**src/rtl/pq_buffer_ctrl.sv**
```systemverilog
// ---------------------------------------------------------------------------
// pq_buffer_ctrl
//
// Sequencer for a two-bank ping-pong buffer. It owns the buffer's bank-select
// (buf_ctrl) and clear (buf_clear) inputs and arbitrates the buffer's two
// ports between the neuron-update core (producer) and the spike/packet stage
// (consumer).
//
//   * After reset both banks are zeroed by a DEPTH-cycle clear sweep (INIT).
//   * In RUN, port 1 is a gated pass-through that gives the producer random
//     read/write access to the current write bank.
//   * When the producer signals frame completion, the banks are swapped as
//     soon as the previous drain has finished. The just-completed bank is then
//     streamed out through port 2 in address order, and each word is
//     overwritten with zero one cycle after it is read, so the bank comes back
//     clean for the next frame.
//
// Port summary
//   clk, rst_n             clock, asynchronous active-low reset
//   p_ready                producer may use the write bank
//   p_rd_en/p_rd_addr      producer read of the write bank
//   p_rdata                producer read data (buf_dout1, one-cycle latency)
//   p_wr_en/p_wr_addr/p_din producer write of the write bank
//   p_frame_done           frame complete pulse, honoured only while p_ready
//   m_valid/m_ready        drain stream handshake
//   m_data/m_addr/m_last   drained word, its bank address, last-word flag
//   busy                   INIT running or drain not yet fully delivered
//   buf_ctrl/buf_clear     buffer bank select and clear
//   buf_*1                 buffer port 1 (producer side / clear sweep)
//   buf_*2                 buffer port 2 (drain side)
//   buf_dout1/buf_dout2    buffer read data
// ---------------------------------------------------------------------------
module pq_buffer_ctrl #(
   parameter int DATA_WIDTH = 8,
   parameter int ADDR_WIDTH = 4
) (
   input  logic                  clk,
   input  logic                  rst_n,

   output logic                  p_ready,
   input  logic                  p_rd_en,
   input  logic [ADDR_WIDTH-1:0] p_rd_addr,
   output logic [DATA_WIDTH-1:0] p_rdata,
   input  logic                  p_wr_en,
   input  logic [ADDR_WIDTH-1:0] p_wr_addr,
   input  logic [DATA_WIDTH-1:0] p_din,
   input  logic                  p_frame_done,

   output logic                  m_valid,
   input  logic                  m_ready,
   output logic [DATA_WIDTH-1:0] m_data,
   output logic [ADDR_WIDTH-1:0] m_addr,
   output logic                  m_last,

   output logic                  busy,

   output logic                  buf_ctrl,
   output logic                  buf_clear,
   output logic                  buf_rd_en1,
   output logic [ADDR_WIDTH-1:0] buf_rd_addr1,
   output logic                  buf_wr_en1,
   output logic [ADDR_WIDTH-1:0] buf_wr_addr1,
   output logic [DATA_WIDTH-1:0] buf_din1,
   output logic                  buf_rd_en2,
   output logic [ADDR_WIDTH-1:0] buf_rd_addr2,
   output logic                  buf_wr_en2,
   output logic [ADDR_WIDTH-1:0] buf_wr_addr2,
   output logic [DATA_WIDTH-1:0] buf_din2,
   input  logic [DATA_WIDTH-1:0] buf_dout1,
   input  logic [DATA_WIDTH-1:0] buf_dout2
);

   localparam logic [ADDR_WIDTH-1:0] LAST_ADDR = '1;

   typedef enum logic {
      ST_INIT = 1'b0,
      ST_RUN  = 1'b1
   } state_t;

   state_t                  r_state;
   state_t                  w_stateNext;

   logic [ADDR_WIDTH-1:0]   r_initCnt;
   logic                    r_ctrl;
   logic                    r_pReady;
   logic                    r_framePend;
   logic                    r_drainDone;

   // One extra bit so that "all DEPTH addresses issued" is visible without
   // the counter wrapping back to zero inside a drain.
   logic [ADDR_WIDTH:0]     r_rdCnt;

   // Read issued last cycle: its data is on buf_dout2 now and its address is
   // being clear-written now.
   logic                    r_inflight;
   logic [ADDR_WIDTH-1:0]   r_inflightAddr;

   // Two-entry output FIFO, entry 0 is always the head.
   logic [DATA_WIDTH-1:0]   r_fifoData [2];
   logic [ADDR_WIDTH-1:0]   r_fifoAddr [2];
   logic [1:0]              r_fifoCnt;

   logic                    w_run;
   logic                    w_accept;
   logic                    w_swap;
   logic                    w_push;
   logic                    w_pop;
   logic [2:0]              w_occupancy;
   logic [2:0]              w_room;
   logic                    w_issue;
   logic                    w_lastClear;

   assign w_run    = (r_state == ST_RUN);
   assign w_accept = w_run && r_pReady && p_frame_done;
   assign w_swap   = w_run && r_framePend && r_drainDone;

   assign w_push = r_inflight;
   assign w_pop  = (r_fifoCnt != 2'd0) && m_ready;

   // Reads are only issued when the word they fetch is guaranteed a FIFO
   // slot. A pop in the current cycle frees a slot in time, which is what
   // keeps the stream at one word per cycle while m_ready stays high.
   assign w_occupancy = {1'b0, r_fifoCnt} + {2'b00, r_inflight};
   assign w_room      = 3'd2 + {2'b00, w_pop};
   assign w_issue     = w_run && !r_drainDone && !r_rdCnt[ADDR_WIDTH]
                        && (w_occupancy < w_room);

   assign w_lastClear = r_inflight && (r_inflightAddr == LAST_ADDR);

   // State register for the INIT/RUN sequencer.
   always_ff @(posedge clk or negedge rst_n) begin
      if (!rst_n) begin
         r_state <= ST_INIT;
      end else begin
         r_state <= w_stateNext;
      end
   end

   // Next-state and buffer-port decode. INIT drives the clear sweep on port 1
   // with everything else idle; RUN gives port 1 to the producer (gated by
   // p_ready) and port 2 to the drain engine.
   always_comb begin
      w_stateNext  = r_state;
      buf_clear    = 1'b0;
      buf_rd_en1   = 1'b0;
      buf_rd_addr1 = '0;
      buf_wr_en1   = 1'b0;
      buf_wr_addr1 = '0;
      buf_din1     = '0;
      buf_rd_en2   = 1'b0;
      buf_rd_addr2 = '0;
      buf_wr_en2   = 1'b0;
      buf_wr_addr2 = '0;
      buf_din2     = '0;

      case (r_state)
         ST_INIT: begin
            buf_clear    = 1'b1;
            buf_wr_en1   = 1'b1;
            buf_wr_addr1 = r_initCnt;
            if (r_initCnt == LAST_ADDR) begin
               w_stateNext = ST_RUN;
            end
         end
         ST_RUN: begin
            buf_rd_en1   = p_rd_en && r_pReady;
            buf_rd_addr1 = p_rd_addr;
            buf_wr_en1   = p_wr_en && r_pReady;
            buf_wr_addr1 = p_wr_addr;
            buf_din1     = p_din;
            buf_rd_en2   = w_issue;
            buf_rd_addr2 = r_rdCnt[ADDR_WIDTH-1:0];
            buf_wr_en2   = r_inflight;
            buf_wr_addr2 = r_inflightAddr;
         end
         default: begin
            w_stateNext = ST_INIT;
         end
      endcase
   end

   // Frame bookkeeping: INIT sweep counter, bank select, producer ownership,
   // pending-frame and drain-complete flags, and the drain read counter.
   // A swap needs drain_done, and while drain_done is set no read is issued
   // and nothing is in flight, so the swap branch never competes with the
   // drain updates. An accept needs p_ready, which is never set together with
   // frame_pend, so accept and swap never coincide either.
   always_ff @(posedge clk or negedge rst_n) begin
      if (!rst_n) begin
         r_initCnt   <= '0;
         r_ctrl      <= 1'b0;
         r_pReady    <= 1'b0;
         r_framePend <= 1'b0;
         r_drainDone <= 1'b0;
         r_rdCnt     <= '0;
      end else if (r_state == ST_INIT) begin
         r_initCnt <= r_initCnt + 1'b1;
         if (r_initCnt == LAST_ADDR) begin
            r_pReady    <= 1'b1;
            r_drainDone <= 1'b1;
            r_framePend <= 1'b0;
         end
      end else if (w_swap) begin
         r_ctrl      <= !r_ctrl;
         r_framePend <= 1'b0;
         r_drainDone <= 1'b0;
         r_rdCnt     <= '0;
         r_pReady    <= 1'b1;
      end else begin
         if (w_accept) begin
            r_framePend <= 1'b1;
            r_pReady    <= 1'b0;
         end
         if (w_lastClear) begin
            r_drainDone <= 1'b1;
         end
         if (w_issue) begin
            r_rdCnt <= r_rdCnt + 1'b1;
         end
      end
   end

   // One-cycle delay of the issued read, matching the buffer read latency.
   // The delayed address both tags the returning word and drives the
   // clear-write behind it.
   always_ff @(posedge clk or negedge rst_n) begin
      if (!rst_n) begin
         r_inflight     <= 1'b0;
         r_inflightAddr <= '0;
      end else begin
         r_inflight     <= w_issue;
         r_inflightAddr <= r_rdCnt[ADDR_WIDTH-1:0];
      end
   end

   // Output FIFO. The head never moves unless it is popped, which is what
   // keeps m_data/m_addr/m_last stable under backpressure. The issue throttle
   // guarantees a push never arrives while both entries are held.
   always_ff @(posedge clk or negedge rst_n) begin
      if (!rst_n) begin
         r_fifoData[0] <= '0;
         r_fifoData[1] <= '0;
         r_fifoAddr[0] <= '0;
         r_fifoAddr[1] <= '0;
         r_fifoCnt     <= 2'd0;
      end else begin
         case ({w_push, w_pop})
            2'b10: begin
               r_fifoData[r_fifoCnt[0]] <= buf_dout2;
               r_fifoAddr[r_fifoCnt[0]] <= r_inflightAddr;
               r_fifoCnt                <= r_fifoCnt + 2'd1;
            end
            2'b01: begin
               r_fifoData[0] <= r_fifoData[1];
               r_fifoAddr[0] <= r_fifoAddr[1];
               r_fifoCnt     <= r_fifoCnt - 2'd1;
            end
            2'b11: begin
               if (r_fifoCnt == 2'd1) begin
                  r_fifoData[0] <= buf_dout2;
                  r_fifoAddr[0] <= r_inflightAddr;
               end else begin
                  r_fifoData[0] <= r_fifoData[1];
                  r_fifoAddr[0] <= r_fifoAddr[1];
                  r_fifoData[1] <= buf_dout2;
                  r_fifoAddr[1] <= r_inflightAddr;
               end
            end
            default: begin
               r_fifoCnt <= r_fifoCnt;
            end
         endcase
      end
   end

   assign m_valid  = (r_fifoCnt != 2'd0);
   assign m_data   = r_fifoData[0];
   assign m_addr   = r_fifoAddr[0];
   assign m_last   = m_valid && (r_fifoAddr[0] == LAST_ADDR);

   assign p_ready  = r_pReady;
   assign p_rdata  = buf_dout1;
   assign buf_ctrl = r_ctrl;

   // drain_done rises as soon as the last clear-write is done, so busy also
   // covers words still waiting in the FIFO.
   assign busy = (r_state == ST_INIT) || !r_drainDone || (r_fifoCnt != 2'd0);

endmodule

```
**config.mk**
```make
export PLATFORM = sky130hd
export DESIGN_NAME = pq_buffer_ctrl
export DESIGN_NICKNAME = d
export VERILOG_FILES = /design/src/rtl/pq_buffer_ctrl.sv
export SDC_FILE = /design/constraint.sdc
export NUM_CORES = 1
export LEC_CHECK = 0
export ABC_AREA = 1
export CORE_MARGIN = 2
export CORE_UTILIZATION = 46
export DETAILED_ROUTE_END_ITERATION = 10
export PLACE_DENSITY = 0.79
export SYNTH_ARGS = -nofsm -noshare
export SYNTH_HDL_FRONTEND = slang
export SYNTH_SLANG_ARGS = --single-unit
```
**constraint.sdc**
```tcl
create_clock -name clk -period 2.29 [get_ports clk]
set_input_delay 0.229 -clock clk [delete_from_list [all_inputs] [get_ports clk]]
set_output_delay 0.229 -clock clk [all_outputs]
set_load 0.05 [all_outputs]
```
==> impl_metrics.ini, run 1 <==
[finish]
fillCellCount = 521
layout_commonest_cell = nand2_1
layout_common_cells = 188 x nand2_1, 48 x nand3_1, 44 x dfrtp_1, 43 x clkdlybuf4s50_1, 36 x inv_1
area_growth_pct = 35.14
final_nets = 512
num_antenna_cells = 0
final_layout_size_suffix_gt1_share_pct = 13.76

[synthesis]
synth_warnings = 0
seq_area_frac_synth_pct = 39.63
synth_top_area_share_pct = 39.63
avgSynthCellArea_sq_um = 6.964
synth_area_leader_cell = dfrtp_1
synth_seq_cells = 45
synthCells = 408
syn_area_sq_um = 2841
synthTopCellsByArea = dfrtp_1 40%, nand2_1 25%, nand3_1 8.5%
yosys.cell_types.count = 22

[pwr]
p_sw_mw = 2.483
leakagePower_nw = 2.118
internal-power_mw = 2.501
netSwitchingFraction_pct = 49.82
combPwrFrac_pct = 61.3
clkPwrFrac_pct = 10.8
p_seq_share_pct = 27.8
vdd_drop_max_v = 0.0008818
powerDensity_nw_per_um2 = 1298

[global_route]
grt_pass1_wl_um = 11340
met2_usage_pct = 36.21
antenna_found_initial = 0
grt-ovfl-total = 0
grt_max_degree = 31
grt_pass1_vias = 2529
gr-usage-met3_pct = 6.630
grt.busiest_layer = met2
track_usage_pct = 21.55
use_met1_pct = 25.84

[timing]
worstMarginPinSlew_ns = 0.5070
rsz0062_at_grt = no
report.final.slew_viol_count = 0
skew_ns = 0.004838
finalHoldViolations = 0
finalSetupTns_ns = 0
setup_slack_ns = 0.2140
slew_headroom_pct = 66.09
finalSetupViolations = 0
fmax_ghz = 0.4817
min_period_over_period_pct = 90.66
timing.hold.ws_ns = 0.3614
period_needed_ns = 2.076

[worst_setup_path]
crit_path_start_kind = register
worst_setup_path_end_kind = output port
cp_data_required_time_ns = 2.06
critPathKind = reg -> out
cp_max_fo = 8
crit_arrival_ns = 1.85

[floorplanning]
start_util_pct = 47.71
die_x_um = 82.60
dieArea_sq_um = 6822
row_count = 28
coreArea_sq_um = 5956
ioPinCount = 100
chipHeight_um = 82.60

[route]
wirelength_um = 6711
drtPass1Iterations = 4
wl_per_cell_um = 12.43
viasPerCell = 4.926
route.detailed.drc = 0
num_vias = 2660
ant_nets = 0
drt_iter0_markers = 185

[place]
dp_hpwl_um = 5086
gp_congestion = 0.8413
dp_slack_ns = 0.2605
io_buffers = 75

[clock_tree]
h-tree-depth = 2
clockRootBuffer = clkbuf_8
cts_made_buffers = 5
tritoncts = done
clk-insertion-delay-late_ns = 0.30
clk_pin_slew_ns = 0.08
post_cts_buffers = 0
cts.sinks = 45
clock_path_buffers = 2

[run]
cap_viol_max_count = 0

[min_path]
hold_path.class = in -> async

[status]
status = finished clean
==> what timing repair did <==
item	4_1_cts	5_1_grt
gates resized for setup	0	2
hold buffers	1	0
setup endpoints to repair	0	1
hold endpoints to repair	15	0
==> path summary, 6_finish.rpt <==
kind                                          startpoint                           to  slack [ns]  depth (start not counted)
worst max-delay path            r_fifoCnt[0]$_DFFE_PN0P_                   buf_rd_en2        0.21                          8
worst min-delay path                               rst_n        m_data[0]$_DFFE_PN0P_        0.36                          2
worst max register to register  r_fifoCnt[0]$_DFFE_PN0P_        m_addr[2]$_DFFE_PN0P_        0.25                         11
worst min register to register    r_rdCnt[3]$_DFFE_PN0P_  r_inflightAddr[3]$_DFF_PN0_        0.47                          0
max in group asynchronous                          rst_n         r_inflight$_DFF_PN0_        1.19                          3
min in group clk                            buf_dout1[0]                   p_rdata[0]        0.46                          0
==> flip-flops by register name, indices dropped and copies added (netlist names) <==
| signal | count |
|---|---|
| m_data | 8 |
| r_state | 1 |
| r_framePend | 1 |
| r_initCnt | 4 |
| r_fifoData | 8 |
| r_inflightAddr | 4 |
| m_addr | 4 |
| r_inflight | 1 |
| r_fifoCnt | 2 |
| p_ready | 1 |
| r_fifoAddr | 4 |
| r_rdCnt | 5 |
| r_drainDone | 1 |
| buf_ctrl | 1 |
==> area by class of cell <==
class                           instances  area (sq um)  area share [%]
Tap cell                               75         93.84           2.444
Sequential cell                        45          1127           29.36
Clock buffer                            7         96.34           2.509
Inverter                               41         157.7           4.106
Timing Repair Buffer                   86          1054           27.44
Clock inverter                          1         5.005          0.1303
Multi-Input combinational cell        285          1306           34.02
==> metal layers <==
metal  part of all wire, %  wire [um]  up-vias
li1                      -          -     1322
met1                    41       2722     1223
met2                    49       3309      102
met3                   8.5        573       13
met4                   1.6        105        0
met5                     0          0        -
==> critical path, cell delays in order (launching register included) <==
cell	delay [ns]
dfrtp_1	0.47
ha_1	0.23
ha_1	0.18
inv_1	0.05
nand2_1	0.06
nor2_2	0.13
nand2_2	0.14
inv_1	0.13
buf_12	0.14
==> cells in the mapped netlist <==
library cell,instances
dfrtp_1,45
buf_6,1
nand2_2,2
a31oi_1,1
inv_2,4
xor2_1,2
clkbuf_1,4
nor2_1,8
nor2_4,1
xnor2_1,4
o21ai_0,5
buf_4,28
a21oi_4,1
o21bai_1,1
inv_1,37
ha_1,10
nand4_1,4
conb_1,1
buf_2,11
nand3_1,48
a21oi_1,1
nand2_1,189
==> logic make-up after synthesis <==
logic type / after synthesis / share of synthesized area [%]
and+or+nand+nor: 252 / 36.20
buffers and inverters: 85 / 15.68
DFF: 45 / 39.63
adders and majority gates: 10 / 4.403
AOI/OAI and AO/OA: 9 / 2.114
xor gates and xnor gates: 6 / 1.849
other: 1 / 0.1320
==> per-stage QoR <==
stage / area [sq um] / std cells / utilization, % / total power, mW
6_report: 3840 / 540 / 64.47 / 4.984
5_1_grt: 3840 / 540 / 64.47 / 5.377
4_1_cts: 3836 / 540 / 64.41 / 4.999
3_5_place_dp: 3725 / 531 / 62.54 / 4.454
3_3_place_gp: 3725 / 531 / 62.54 / 4.366
2_1_floorplan: 2884 / 415 / - / 3.555
==> power groups by stage <==
stage	logic, mW	clock network [mW]	registers, mW
after floorplan	2.19	0	1.37
after global placement	2.99	0	1.38
after detailed placement	3.06	0	1.39
after CTS	3.07	0.551	1.38
after global routing	3.36	0.584	1.43
final	3.06	0.541	1.39
Power figures use the tool's default switching activity.
==> run 2: changes to the inputs <==
--- a/config.mk
+++ b/config.mk
@@ -10,6 +10,7 @@
 export CORE_UTILIZATION = 46
 export DETAILED_ROUTE_END_ITERATION = 10
 export PLACE_DENSITY = 0.79
+export SETUP_SLACK_MARGIN = 0.3
 export SYNTH_ARGS = -nofsm -noshare
 export SYNTH_HDL_FRONTEND = slang
 export SYNTH_SLANG_ARGS = --single-unit
==> run 2 against run 1 <==
Utilization increased by 3.3 points. Worst hold slack better by 0.072 ns. Via count is 2.3% higher. Cell count increased by 1.9%. Maximum frequency grew 8.1%. Combinational power rose by 11%. Die area unchanged. Sequential power barely moved. Sequential share of layout area is 1.4 points lower. Clock power about the same. Critical path type unchanged. Critical endpoint unchanged. Largest power group unchanged.
==> impl_metrics.ini, run 2 (same netlist as run 1, synthesis figures left out) <==
[route]
top_layer = met4
wirelength_um = 7160
viasPerCell = 4.947
route.detailed.drc = 0
dr_wl_met2_um = 3756
drtPass1Iterations = 4
wl_met3_um = 462
wl_met1_um = 2896
ant_nets = 0
drt_iter0_markers = 203
num_vias = 2721
wl_per_cell_um = 13.02

[timing]
finalSetupViolations = 0
skew_ns = 0.003246
fmax_ghz = 0.5207
rsz0062_at_grt = yes
finalHoldViolations = 0
worstMarginPinSlew_ns = 0.5269
slew_headroom_pct = 64.88
min_period_over_period_pct = 83.86
setup_slack_ns = 0.3697
report.final.slew_viol_count = 0
finalSetupTns_ns = 0
period_needed_ns = 1.920

[run]
cap_viol_max_count = 0

[place]
placed_cell_area_sq_um = 3796
gp_congestion = 0.9011
io_buffers = 75
dp_slack_ns = 0.2104
dp_hpwl_um = 5323

[worst_setup_path]
crit_arrival_ns = 1.69
worst_setup_path_end_kind = output port
critPathKind = reg -> out
rrSetupSlack_ns = 0.42
crit_path_start_kind = register
cp_data_required_time_ns = 2.06
cp_max_fo = 5

[finish]
area_growth_pct = 42.01
final_nets = 522
layout_common_cells = 187 x nand2_1, 43 x dfrtp_1, 42 x clkdlybuf4s50_1, 38 x nand3_1, 33 x inv_1
postLayoutCoreUtil_pct = 67.75
num_antenna_cells = 0
layout_commonest_cell = nand2_1
final_layout_size_suffix_gt1_share_pct = 18.74
fin_area_sq_um = 4035

[floorplanning]
chipHeight_um = 82.60
coreArea_sq_um = 5956
dieArea_sq_um = 6822
die_x_um = 82.60
ioPinCount = 100
start_util_pct = 47.71
row_count = 28

[global_route]
grt_pass1_vias = 2710
antenna_found_initial = 0
grt_max_degree = 25
grt-ovfl-total = 0
track_usage_pct = 22.98
grt_pass1_wl_um = 12100

[clock_tree]
tritoncts = done
clock_path_buffers = 2
clk-insertion-delay-late_ns = 0.29
h-tree-depth = 2
cts.sinks = 45
cts_made_buffers = 5
clk_pin_slew_ns = 0.08
clockRootBuffer = clkbuf_8

[min_path]
hold_path.class = in -> async

[pwr]
powerDensity_nw_per_um2 = 1322
p_total_mw = 5.335
vdd_drop_max_v = 0.0008525
leakagePower_nw = 2.200

[status]
status = finished clean
## run 2: cell types whose count changed in the layout (fill, tap and decap cells not counted), sizes merged
cell | before | now
dlygate4sd2 | 0 | 2
clkdlybuf4s50 | 43 | 42
buf | 42 | 51
## run 2: through the flow
step / instances / hold slack [ns]
floorplan: 415 / -0.06659
global placement: 529 / 0.2178
detailed placement: 529 / 0.2358
CTS: 542 / 0.4461
global route: 550 / 0.4581
finish: 550 / 0.4334
## run 2: critical path, cell delays in order, from the launching register on
cell and delay (ns):
dfrtp_2 0.45, ha_1 0.19, ha_1 0.18, inv_1 0.05
nand2_1 0.08, nor2_4 0.16, nand2_4 0.08, inv_2 0.07
buf_12 0.13
## run 2: layout make-up
cell class	instances	area (sq um)
Clock buffer	7	96.34
Clock inverter	1	5.005
Fill cell	512	1921
Inverter	41	160.2
Multi-Input combinational cell	285	1406
Sequential cell	45	1129
Tap cell	75	93.84
Timing Repair Buffer	96	1145
## run 2: final timing paths
check                                          from                        end  cells after the start
max                        r_fifoCnt[0]$_DFFE_PN0P_                 buf_rd_en2                      8
min                                           rst_n      m_data[2]$_DFFE_PN0P_                      2
max reg2reg                r_fifoCnt[0]$_DFFE_PN0P_      m_data[3]$_DFFE_PN0P_                     11
min reg2reg                    buf_ctrl$_DFFE_PN0P_       buf_ctrl$_DFFE_PN0P_                      1
max in group asynchronous                     rst_n  r_fifoAddr[1]$_DFFE_PN0P_                      3
min in group clk                       buf_dout1[6]                 p_rdata[6]                      0
## run 2: power breakdown
part           internal (mW)  switching (mW)
logic                   1.34            2.05
registers               1.09           0.302
clock network          0.273           0.269
total                   2.71            2.62
## run 2: layer usage
layer  up-vias  track usage (%)
met2       103            41.94
met4         0            5.902
met1      1266            26.56
met5         -                0
met3         6            6.087
li1       1346                -
## run 2: repair_timing
item	in CTS	in global routing
hold endpoints to repair	21	0
hold buffers	1	0
endpoints found under the setup margin	15	25
gates cloned	0	0
gates resized for setup	4	8
setup buffers	4	8
pin swaps	2	3
